`config.mk`:
```
export PLATFORM = sky130hd
export DESIGN_NAME = video_timing_gen
export DESIGN_NICKNAME = d
export VERILOG_FILES = /design/src/rtl/video_timing_pkg.sv /design/src/rtl/video_timing_gen_axis.sv /design/src/rtl/video_timing_gen.sv
export SDC_FILE = /design/constraint.sdc
export NUM_CORES = 1
export LEC_CHECK = 0
export BUFFER_PORTS_ARGS = -buffer_cell sky130_fd_sc_hd__buf_4
export CORE_AREA = 5 5 70 72
export DETAILED_ROUTE_END_ITERATION = 6
export DIE_AREA = 0 0 75 77
export PLACE_DENSITY = 0.82
export REMOVE_ABC_BUFFERS = 1
export SLEW_MARGIN = 30
export SYNTH_ARGS = -nofsm -noshare
export SYNTH_HDL_FRONTEND = slang
export SYNTH_SLANG_ARGS = --single-unit
```
`constraint.sdc`:
```
create_clock -name clk -period 6.9 [get_ports clk]
set_input_delay 0.345 -clock clk [delete_from_list [all_inputs] [get_ports clk]]
set_output_delay 0.345 -clock clk [all_outputs]
set_load 0.03 [all_outputs]
```
`src/rtl/video_timing_pkg.sv`:
```
// Shared types, helper functions and timing presets for the raster timing generator.
package video_timing_pkg;

  // Raster run mode.
  typedef enum logic [1:0] {
    IDLE  = 2'd0,
    RUN   = 2'd1,
    DRAIN = 2'd2
  } vtg_state_e;

  // Pixels per line including blanking.
  function automatic int unsigned h_total(input int unsigned active,
                                          input int unsigned fp,
                                          input int unsigned sync,
                                          input int unsigned bp);
    return active + fp + sync + bp;
  endfunction

  // Lines per frame including blanking.
  function automatic int unsigned v_total(input int unsigned active,
                                          input int unsigned fp,
                                          input int unsigned sync,
                                          input int unsigned bp);
    return active + fp + sync + bp;
  endfunction

  // 640x480@60 timing, both syncs active-low.
  localparam int unsigned VGA_H_ACTIVE = 640;
  localparam int unsigned VGA_H_FP     = 16;
  localparam int unsigned VGA_H_SYNC   = 96;
  localparam int unsigned VGA_H_BP     = 48;
  localparam int unsigned VGA_V_ACTIVE = 480;
  localparam int unsigned VGA_V_FP     = 10;
  localparam int unsigned VGA_V_SYNC   = 2;
  localparam int unsigned VGA_V_BP     = 33;
  localparam bit          VGA_HS_POL   = 1'b0;
  localparam bit          VGA_VS_POL   = 1'b0;

  // Tiny raster (8x6 totals, 48 pixels per frame) for fast simulation.
  localparam int unsigned SMALL_H_ACTIVE = 4;
  localparam int unsigned SMALL_H_FP     = 1;
  localparam int unsigned SMALL_H_SYNC   = 2;
  localparam int unsigned SMALL_H_BP     = 1;
  localparam int unsigned SMALL_V_ACTIVE = 3;
  localparam int unsigned SMALL_V_FP     = 1;
  localparam int unsigned SMALL_V_SYNC   = 1;
  localparam int unsigned SMALL_V_BP     = 1;
  localparam bit          SMALL_HS_POL   = 1'b0;
  localparam bit          SMALL_VS_POL   = 1'b0;

endpackage

```
`src/rtl/video_timing_gen_axis.sv`:
```
// One raster axis: wrapping position counter plus decodes of its next position.
module timing_axis
  import video_timing_pkg::*;
#(
  parameter int unsigned ACTIVE = 640,
  parameter int unsigned FP     = 16,
  parameter int unsigned SYNC   = 96,
  parameter int unsigned BP     = 48,
  parameter bit          POL    = 1'b0,
  parameter int unsigned CW     = 10
) (
  input  logic          clk,
  input  logic          rst,
  input  logic          inc_i,
  input  logic          clear_i,
  output logic [CW-1:0] count_o,
  output logic          wrap_c_o,
  output logic          active_nxt_c_o,
  output logic          sync_nxt_c_o
);

  localparam int unsigned TOTAL     = h_total(ACTIVE, FP, SYNC, BP);
  localparam int unsigned SYNC_BEG  = ACTIVE + FP;
  localparam int unsigned SYNC_END  = ACTIVE + FP + SYNC;

  logic [CW-1:0] count_q;
  logic [CW-1:0] count_d;
  logic          in_sync_c;

  // Last position of the axis: the next increment wraps to zero.
  assign wrap_c_o = (count_q == CW'(TOTAL - 1));

  // Next position: clear wins, otherwise increment with wrap.
  always_comb begin
    count_d = count_q;
    if (clear_i) begin
      count_d = '0;
    end else if (inc_i) begin
      count_d = wrap_c_o ? '0 : count_q + CW'(1);
    end
  end

  // Decodes of the upcoming position so the parent can register them alongside the count.
  always_comb begin
    in_sync_c      = (count_d >= CW'(SYNC_BEG)) && (count_d < CW'(SYNC_END));
    active_nxt_c_o = (count_d < CW'(ACTIVE));
    sync_nxt_c_o   = in_sync_c ? POL : ~POL;
  end

  // Position register.
  always_ff @(posedge clk or posedge rst) begin
    if (rst) begin
      count_q <= '0;
    end else begin
      count_q <= count_d;
    end
  end

  assign count_o = count_q;

endmodule

```
`src/rtl/video_timing_gen.sv`:
```
// Raster timing generator: H/V counters, syncs, visible-area flag, strobes and run/drain/idle control.
module video_timing_gen
  import video_timing_pkg::*;
#(
  parameter int unsigned H_ACTIVE = VGA_H_ACTIVE,
  parameter int unsigned H_FP     = VGA_H_FP,
  parameter int unsigned H_SYNC   = VGA_H_SYNC,
  parameter int unsigned H_BP     = VGA_H_BP,
  parameter int unsigned V_ACTIVE = VGA_V_ACTIVE,
  parameter int unsigned V_FP     = VGA_V_FP,
  parameter int unsigned V_SYNC   = VGA_V_SYNC,
  parameter int unsigned V_BP     = VGA_V_BP,
  parameter bit          HS_POL   = VGA_HS_POL,
  parameter bit          VS_POL   = VGA_VS_POL,
  parameter int unsigned CW       = 10,
  parameter int unsigned FCW      = 16
) (
  input  logic           clk,
  input  logic           rst,
  input  logic           en,
  input  logic           run,
  output logic [CW-1:0]  counter_x,
  output logic [CW-1:0]  counter_y,
  output logic           h_sync,
  output logic           v_sync,
  output logic           draw_area,
  output logic           line_start,
  output logic           frame_start,
  output logic [FCW-1:0] frame_count,
  output logic           busy
);

  vtg_state_e     state_q;
  logic           h_sync_q;
  logic           v_sync_q;
  logic           draw_area_q;
  logic           line_start_q;
  logic           frame_start_q;
  logic [FCW-1:0] frame_count_q;
  logic           busy_q;

  logic           adv_c;
  logic           clear_c;
  logic           y_inc_c;
  logic           frame_end_c;
  logic           x_wrap_c;
  logic           y_wrap_c;
  logic           h_act_nxt_c;
  logic           v_act_nxt_c;
  logic           h_sync_nxt_c;
  logic           v_sync_nxt_c;

  // Counter control: advance only while generating, hold at the origin while idle.
  always_comb begin
    adv_c       = en && (state_q != IDLE);
    clear_c     = (state_q == IDLE);
    y_inc_c     = adv_c && x_wrap_c;
    frame_end_c = x_wrap_c && y_wrap_c;
  end

  timing_axis #(
    .ACTIVE (H_ACTIVE),
    .FP     (H_FP),
    .SYNC   (H_SYNC),
    .BP     (H_BP),
    .POL    (HS_POL),
    .CW     (CW)
  ) u_h_axis (
    .clk            (clk),
    .rst            (rst),
    .inc_i          (adv_c),
    .clear_i        (clear_c),
    .count_o        (counter_x),
    .wrap_c_o       (x_wrap_c),
    .active_nxt_c_o (h_act_nxt_c),
    .sync_nxt_c_o   (h_sync_nxt_c)
  );

  timing_axis #(
    .ACTIVE (V_ACTIVE),
    .FP     (V_FP),
    .SYNC   (V_SYNC),
    .BP     (V_BP),
    .POL    (VS_POL),
    .CW     (CW)
  ) u_v_axis (
    .clk            (clk),
    .rst            (rst),
    .inc_i          (y_inc_c),
    .clear_i        (clear_c),
    .count_o        (counter_y),
    .wrap_c_o       (y_wrap_c),
    .active_nxt_c_o (v_act_nxt_c),
    .sync_nxt_c_o   (v_sync_nxt_c)
  );

  // Mode FSM with registered decodes; strobes self-clear every clk so they stay one cycle wide.
  always_ff @(posedge clk or posedge rst) begin
    if (rst) begin
      state_q       <= IDLE;
      h_sync_q      <= ~HS_POL;
      v_sync_q      <= ~VS_POL;
      draw_area_q   <= 1'b0;
      line_start_q  <= 1'b0;
      frame_start_q <= 1'b0;
      frame_count_q <= '0;
      busy_q        <= 1'b0;
    end else begin
      line_start_q  <= 1'b0;
      frame_start_q <= 1'b0;
      if (en) begin
        case (state_q)
          IDLE: begin
            if (run) begin
              state_q       <= RUN;
              busy_q        <= 1'b1;
              line_start_q  <= 1'b1;
              frame_start_q <= 1'b1;
              frame_count_q <= frame_count_q + FCW'(1);
              draw_area_q   <= h_act_nxt_c && v_act_nxt_c;
              h_sync_q      <= h_sync_nxt_c;
              v_sync_q      <= v_sync_nxt_c;
            end
          end
          RUN, DRAIN: begin
            if (frame_end_c && (state_q == DRAIN) && !run) begin
              // Drain complete: park at the origin with blanked outputs.
              state_q     <= IDLE;
              busy_q      <= 1'b0;
              draw_area_q <= 1'b0;
              h_sync_q    <= ~HS_POL;
              v_sync_q    <= ~VS_POL;
            end else begin
              state_q      <= run ? RUN : DRAIN;
              busy_q       <= 1'b1;
              draw_area_q  <= h_act_nxt_c && v_act_nxt_c;
              h_sync_q     <= h_sync_nxt_c;
              v_sync_q     <= v_sync_nxt_c;
              line_start_q <= x_wrap_c;
              if (frame_end_c) begin
                frame_start_q <= 1'b1;
                frame_count_q <= frame_count_q + FCW'(1);
              end
            end
          end
          default: begin
            state_q <= IDLE;
            busy_q  <= 1'b0;
          end
        endcase
      end
    end
  end

  assign h_sync      = h_sync_q;
  assign v_sync      = v_sync_q;
  assign draw_area   = draw_area_q;
  assign line_start  = line_start_q;
  assign frame_start = frame_start_q;
  assign frame_count = frame_count_q;
  assign busy        = busy_q;

endmodule
```
==> Yosys cells after proc, flatten, opt, wreduce, memory -nomap -nowiden <==
Cells that the tools add are included.
{ "op_classes": {"addsub": 3, "magnitude_cmp": 6, "eq_ne": 7, "mux": 36, "n_reduce_logical": 16} }
{ "ops": {"columns": ["cell", "count"], "rows": [
  ["10-bit 2-to-1 mux", 6],
  ["16-bit 2-to-1 mux", 3],
  ["16-bit case mux with 2 select lines", 1],
  ["10-bit by 1-bit adder with 10-bit output (second input constant)", 2],
  ["10-bit equality test (second input constant)", 2],
  ["10-bit less-than comparator (second input constant)", 2],
  ["10-bit by 9-bit less-than comparator with 1-bit output (second input constant)", 2],
  ["16-bit by 1-bit adder with 16-bit output (second input constant)", 1],
  ["1-bit 2-to-1 mux", 16],
  ["1-bit case mux with 2 select lines", 6],
  ["10-bit greater-or-equal comparator (second input constant)", 1],
  ["10-bit by 9-bit greater-or-equal comparator with 1-bit output (second input constant)", 1],
  ["1-bit logical AND", 8],
  ["2-bit 2-to-1 mux", 3],
  ["2-bit inequality test (second input constant)", 3],
  ["5-bit AND reduction", 1],
  ["2-bit case mux with 2 select lines", 1],
  ["2-bit nonzero test", 2],
  ["3-bit AND reduction", 1],
  ["2-bit by 1-bit equality test with 1-bit output (second input constant)", 1],
  ["2-bit equality test (second input constant)", 1],
  ["2-bit logical NOT", 1],
  ["2-bit AND reduction", 1],
  ["2-bit OR reduction", 1],
  ["1-bit logical NOT", 1]
]} }
{ "totals": {"ff_bits": 44, "output_inout_bits": 42, "wordCells": 78} }

==> Logic depth before layout (Yosys ltp) <==
{ "depth": {"word_depth": 10, "depth_mapped": 9, "depth_no_buf": 8} }

==> Modules after synthesis <==
A second synthesis with hierarchy kept.
{ "hier_totals": {"cells_unflattened": 257, "hier_area_um2": 2499.9} }
{ "by_module_without_submodules": {"columns": ["mod", "n_inst", "cells_each", "area_each_um2", "seq_area_each_um2"], "rows": [
  ["video_timing_gen", 1, 119, 1218.7, 603.1],
  ["timing_axis (u_v_axis)", 1, 74, 680.7, 250.2],
  ["timing_axis (u_h_axis)", 1, 64, 600.6, 250.2]
]} }

==> Worst setup path before layout <==
OpenSTA, ideal clock, no wires.
{ "synth_timing": {"path_type": "register to register", "from": "reg u_h_axis.count_q[0] (netlist: u_h_axis.count_o[0])", "to": "reg v_sync_q (netlist: v_sync)", "setup_ns": 0.083, "t_arrival_ns": 2.307, "setup_slack_ns": 4.509, "stages_incl_launch_ff": 8, "n_path_buf": 0, "cell_sequence": "dfrtp_1 > ha_1 > and4_4 > nand4b_4 > or4_1 > a21oi_2 > nand4_1 > o32a_1"} }
{ "synth_between": {"elab_chain_cells": 9, "word_cells_on_any_way": 14, "cone_classes": "order compare: 2; eq/ne: 1; mux: 6; reduce/logical: 5"} }
{ "synth_lines": {"columns": ["item", "line_no", "rtl"], "rows": [
  ["start: declaration", "video_timing_gen_axis.sv:26", "logic [CW-1:0] count_q;"],
  ["start signal: assignment", "video_timing_gen_axis.sv:55", "count_q <= count_d;"],
  ["10-bit equality test *", "video_timing_gen_axis.sv:31", "assign wrap_c_o = (count_q == CW'(TOTAL - 1));"],
  ["1-bit logical AND *", "video_timing_gen.sv:57", "y_inc_c = adv_c && x_wrap_c;"],
  ["10-bit 2-to-1 mux *", "video_timing_gen_axis.sv:38", "end else if (inc_i) begin"],
  ["10-bit 2-to-1 mux *", "video_timing_gen_axis.sv:36", "if (clear_i) begin"],
  ["named net u_v_axis.count_d[6]", "video_timing_gen_axis.sv:27", "logic [CW-1:0] count_d;"],
  ["10-bit by 9-bit greater-or-equal comparator with 1-bit output / 10-bit by 9-bit less-than comparator with 1-bit output (equally long branches)", "video_timing_gen_axis.sv:45", "in_sync_c = (count_d >= CW'(SYNC_BEG)) && (count_d < CW'(SYNC_END));"],
  ["1-bit logical AND *", "video_timing_gen_axis.sv:45", null],
  ["1-bit 2-to-1 mux *", "video_timing_gen_axis.sv:47", "sync_nxt_c_o = in_sync_c ? POL : ~POL;"],
  ["1-bit 2-to-1 mux, on equally long branches", "video_timing_gen.sv:126, video_timing_gen.sv:114", null],
  ["1-bit case mux with 2 select lines *", "video_timing_gen.sv:112", "case (state_q)"],
  ["end signal: assignment", "video_timing_gen.sv:122", "v_sync_q <= v_sync_nxt_c;"],
  ["end signal: assignment", "video_timing_gen.sv:132", "v_sync_q <= ~VS_POL;"],
  ["end signal: assignment", "video_timing_gen.sv:138", "v_sync_q <= v_sync_nxt_c;"],
  ["end: declaration", "video_timing_gen.sv:35", "logic v_sync_q;"]
]} }
The timed path passes the listed nets; every way through them passes the cells marked *. The select of a mux whose other input is x is not followed.
A chain may end at the register's enable or synchronous reset.

==> Worst setup path in the final report <==
{ "layout_timing": {"from": "reg state_q[0]", "to": "reg v_sync_q (netlist: v_sync)"} }
{ "layout_between": {"elab_chain_cells": 10, "word_cells_on_any_way": 21, "cone_classes": "order compare: 2; eq/ne: 3; mux: 6; reduce/logical: 10"} }
{ "layout_lines": {"columns": ["item", "line_no", "rtl"], "rows": [
  ["start: declaration", "video_timing_gen.sv:33", "vtg_state_e state_q;"],
  ["start signal: assignment", "video_timing_gen.sv:134", "state_q <= run ? RUN : DRAIN;"],
  ["2-bit nonzero test", "video_timing_gen.sv:55", "adv_c = en && (state_q != IDLE);"],
  ["1-bit logical AND", "video_timing_gen.sv:55", null],
  ["1-bit logical AND", "video_timing_gen.sv:57", null],
  ["10-bit 2-to-1 mux", "video_timing_gen_axis.sv:38", null],
  ["10-bit 2-to-1 mux *", "video_timing_gen_axis.sv:36", null],
  ["named net u_v_axis.count_d[8]", "video_timing_gen_axis.sv:27", null],
  ["10-bit by 9-bit greater-or-equal comparator with 1-bit output / 10-bit by 9-bit less-than comparator with 1-bit output (equally long branches)", "video_timing_gen_axis.sv:45", null],
  ["1-bit logical AND *", "video_timing_gen_axis.sv:45", null],
  ["1-bit 2-to-1 mux *", "video_timing_gen_axis.sv:47", null],
  ["1-bit 2-to-1 mux, on equally long branches", "video_timing_gen.sv:126, video_timing_gen.sv:114", null],
  ["1-bit case mux with 2 select lines *", "video_timing_gen.sv:112", null]
]} }
Marked as above.

==> results by group <==
Drt
  • DRT antenna net count: 0
  • Post-DR wirelength/cell: between 15 and 20 µm
  • Vias/cell: 5.91
  • Detailed-route wire length: roughly 5.4 mm
  • Total iterations of the first detailed-routing run: 4
  • Post-route DRC: 0
  • Vias: 2033
  • Iter 0 DRT Violations: 82

Final layout
  • Design Area, Final: between 2000 and 3000 µm²
  • Register Area: 1100 µm²
  • Layout Nets: ~300
  • Area growth from synthesis to layout: 20.0%
  • Filler cell count: about 330
  • Layout cells sized above 1: a little over a fifth
  • Ant. Diodes: 0
  • Multi-input logic area: roughly 1200 µm²
  • Post-route core utilization: 67.4%

Timing
  • Slew Viols, Final: 0
  • Final-report setup violation count: 0
  • Tightest Pin Transition: slightly above 600 ps
  • Max transition margin: between 50% and 60%
  • Fmax: approximately 0.36 GHz
  • Final clock skew: 4.06 ps
  • Final worst-path cycle share: around 40%
  • Final Hold Viols: 0
  • RSZ-0062 raised after global routing: false
  • Setup_tns: 0 ps
  • Min cycle time layout: approximately 2800 ps
  • WHS: roughly 180 ps

Clock tree
  • # H-tree levels: 2
  • CTS max path bufs: 2
  • Clock sink count: between 40 and 50
  • Post-CTS resize count: 0
  • Setup Buffers After CTS: 0
  • Worst-skew pair later-pin latency: roughly 300 ps
  • Clock Pin Slew Worst Setup and Hold Paths: 70 ps
  • Root Driver: clkbuf_8
  • CTS tree: done
  • Hold Buf Count CTS: 0
  • CTS Buf Count: 5

Global routing
  • Total GRT Usage: 20.3%
  • Via count of the first global-routing pass: about 2000
  • First-pass GRT wire length: about 9.1 mm
  • Largest net degree at the start of global routing: 45
  • GRT Residual Overflow: 0
  • Initial antenna violation count: 0

Worst setup path
  • R2R depth: 8
  • Cell family with the largest share of critical-path delay: simple AND/OR/NAND/NOR gates
  • Critical path arrival: around 3000 ps
  • WS Path Type: reg2reg
  • Worst path buffer plus inverter count: 1
  • Crit end category: register
  • WP depth: 8
  • Critical path cell sequence: inv_1 > ha_1 > and2b_2 > nand4b_4 > nand2_1 > o221ai_1 > nand4_1 > o32a_1
  • CP max stage delay: ~560 ps
  • CP Launch Type: register
  • Crit-path max FO: 17
  • Slowest cell on the critical path: ha_1
  • CP required: between 7000 and 8000 ps

Synth
  • Synth top area cells: dfrtp_1 44%, xnor2_1 5.2%, nor2_1 3.8%
  • Synth top area share: around 44%
  • Register area share after synthesis: between 40% and 50%
  • Yosys warnings: 0
  • Yosys top cell by area: dfrtp_1
  • Post-synth top flop: dfrtp_1
  • Synthesized cell area: around 2400 µm²
  • Synthesized area per cell: 9.67 µm²
  • Top-count cell post-synth: dfrtp_1
  • Count of cell types in the netlist: 49
  • Synth top cells by count: 42 x dfrtp_1, 24 x nor2_1, 23 x nand2_1
  • FF+latch count, synth: 44
  • FFs w/ async S/R, synth: 100%
  • Syn Inst Count: 246
  • EDFF count, synth: 0

Placement
  • I/O Buffers: 45
  • Placed Area: between 2000 and 3000 µm²
  • RePlAce Congestion: 0.852
  • DPL Wire Length: 3.98 mm

Pwr
  • Peak supply drop: 0.122 mV
  • Overall power: 0.757 mW
  • Leakage power: roughly 1.4 nW
  • P per Cell Area: between 200 and 300 nW/µm²

Die
  • Core area: 4230 µm²
  • Die X: approximately 75 µm
  • Die height: roughly 77 µm
  • Die area: ~5800 µm²
  • Boundary pin count: 46
  • Initial core utilization: 56.2%
  • Site row count: 24

Min path
  • Min-delay worst type: in2async

Flow run
  • Max-Cap Viols: 0

Status
  • Status: completed
==> stage by stage <==
step / instances / setup slack (ps)
6_report: 344 / 4130
5_1_grt: 344 / 3940
4_1_cts: 344 / 4120
3_5_place_dp: 337 / 4130
3_3_place_gp: 337 / 4300
2_1_floorplan: 239 / 4510
==> report_power, final <==
group | leakage, nW | internal [mW] | switching [mW]
Sequential | 0.592 | 0.290 | 0.0363
Combinational | 0.731 | 0.0928 | 0.167
Clock | 0.0503 | 0.0891 | 0.0824
Total | 1.37 | 0.472 | 0.286
==> worst min-delay path: cells and delay by family <==
family / cells / cell delay, ps
buffers and inverters: 3 / 590
==> kinds of logic after synthesis <==
logic type                 Yosys count  synth area share [%]
and+or+nand+nor                    111                  25.9
DFF                                 44                  46.4
AOI/OAI and AO/OA                   38                  11.0
xor gates and xnor gates            24                  8.83
buffers and inverters               20                  3.37
adders and majority gates            7                  3.68
muxes                                2                 0.894
==> layout make-up <==
cell class                 count  area share [%]
multi-input combinational    182            41.9
sequential                    44            38.7
timing repair buffer          46            12.1
clock buffer                   7            3.37
tap                           52            2.28
inverter                      13            1.71
==> cells in the final DEF (no fill, tap or decap), types with 10 or more instances in the layout <==
cell,synthesis,final
buf_4,0,46
nand2_1,23,23
xor2_1,10,10
o21ai_0,11,11
inv_1,13,12
nand4_1,11,11
nand3_1,11,11
dfrtp_1,42,42
xnor2_1,14,14
nor2_1,24,24
==> path summary, 6_finish.rpt <==
path | from | to | slack (ps)
min | rst | frame_count[3] | 180
min in group clk | run | line_start | 370
max | state_q[0] | v_sync | 4130
max reg2reg | state_q[0] | v_sync | 4130
max in group asynchronous | rst | v_sync | 6350
min reg2reg | frame_count[15] | frame_count[15] | 470
==> state kept, by name (all words and copies together), names as in the netlist <==
| signal | flops |
|---|---|
| busy | 1 |
| draw_area | 1 |
| frame_count | 16 |
| frame_start | 1 |
| h_sync | 1 |
| line_start | 1 |
| state_q | 2 |
| u_h_axis.count_o | 10 |
| u_v_axis.count_o | 10 |
| v_sync | 1 |
==> layer usage <==
metal	wire length [µm]	GRT usage, %
met1	2200	25.3
met2	2670	32.8
met3	371	4.84
met4	131	8.54
met5	0	0
Power figures use the tool's default switching activity.
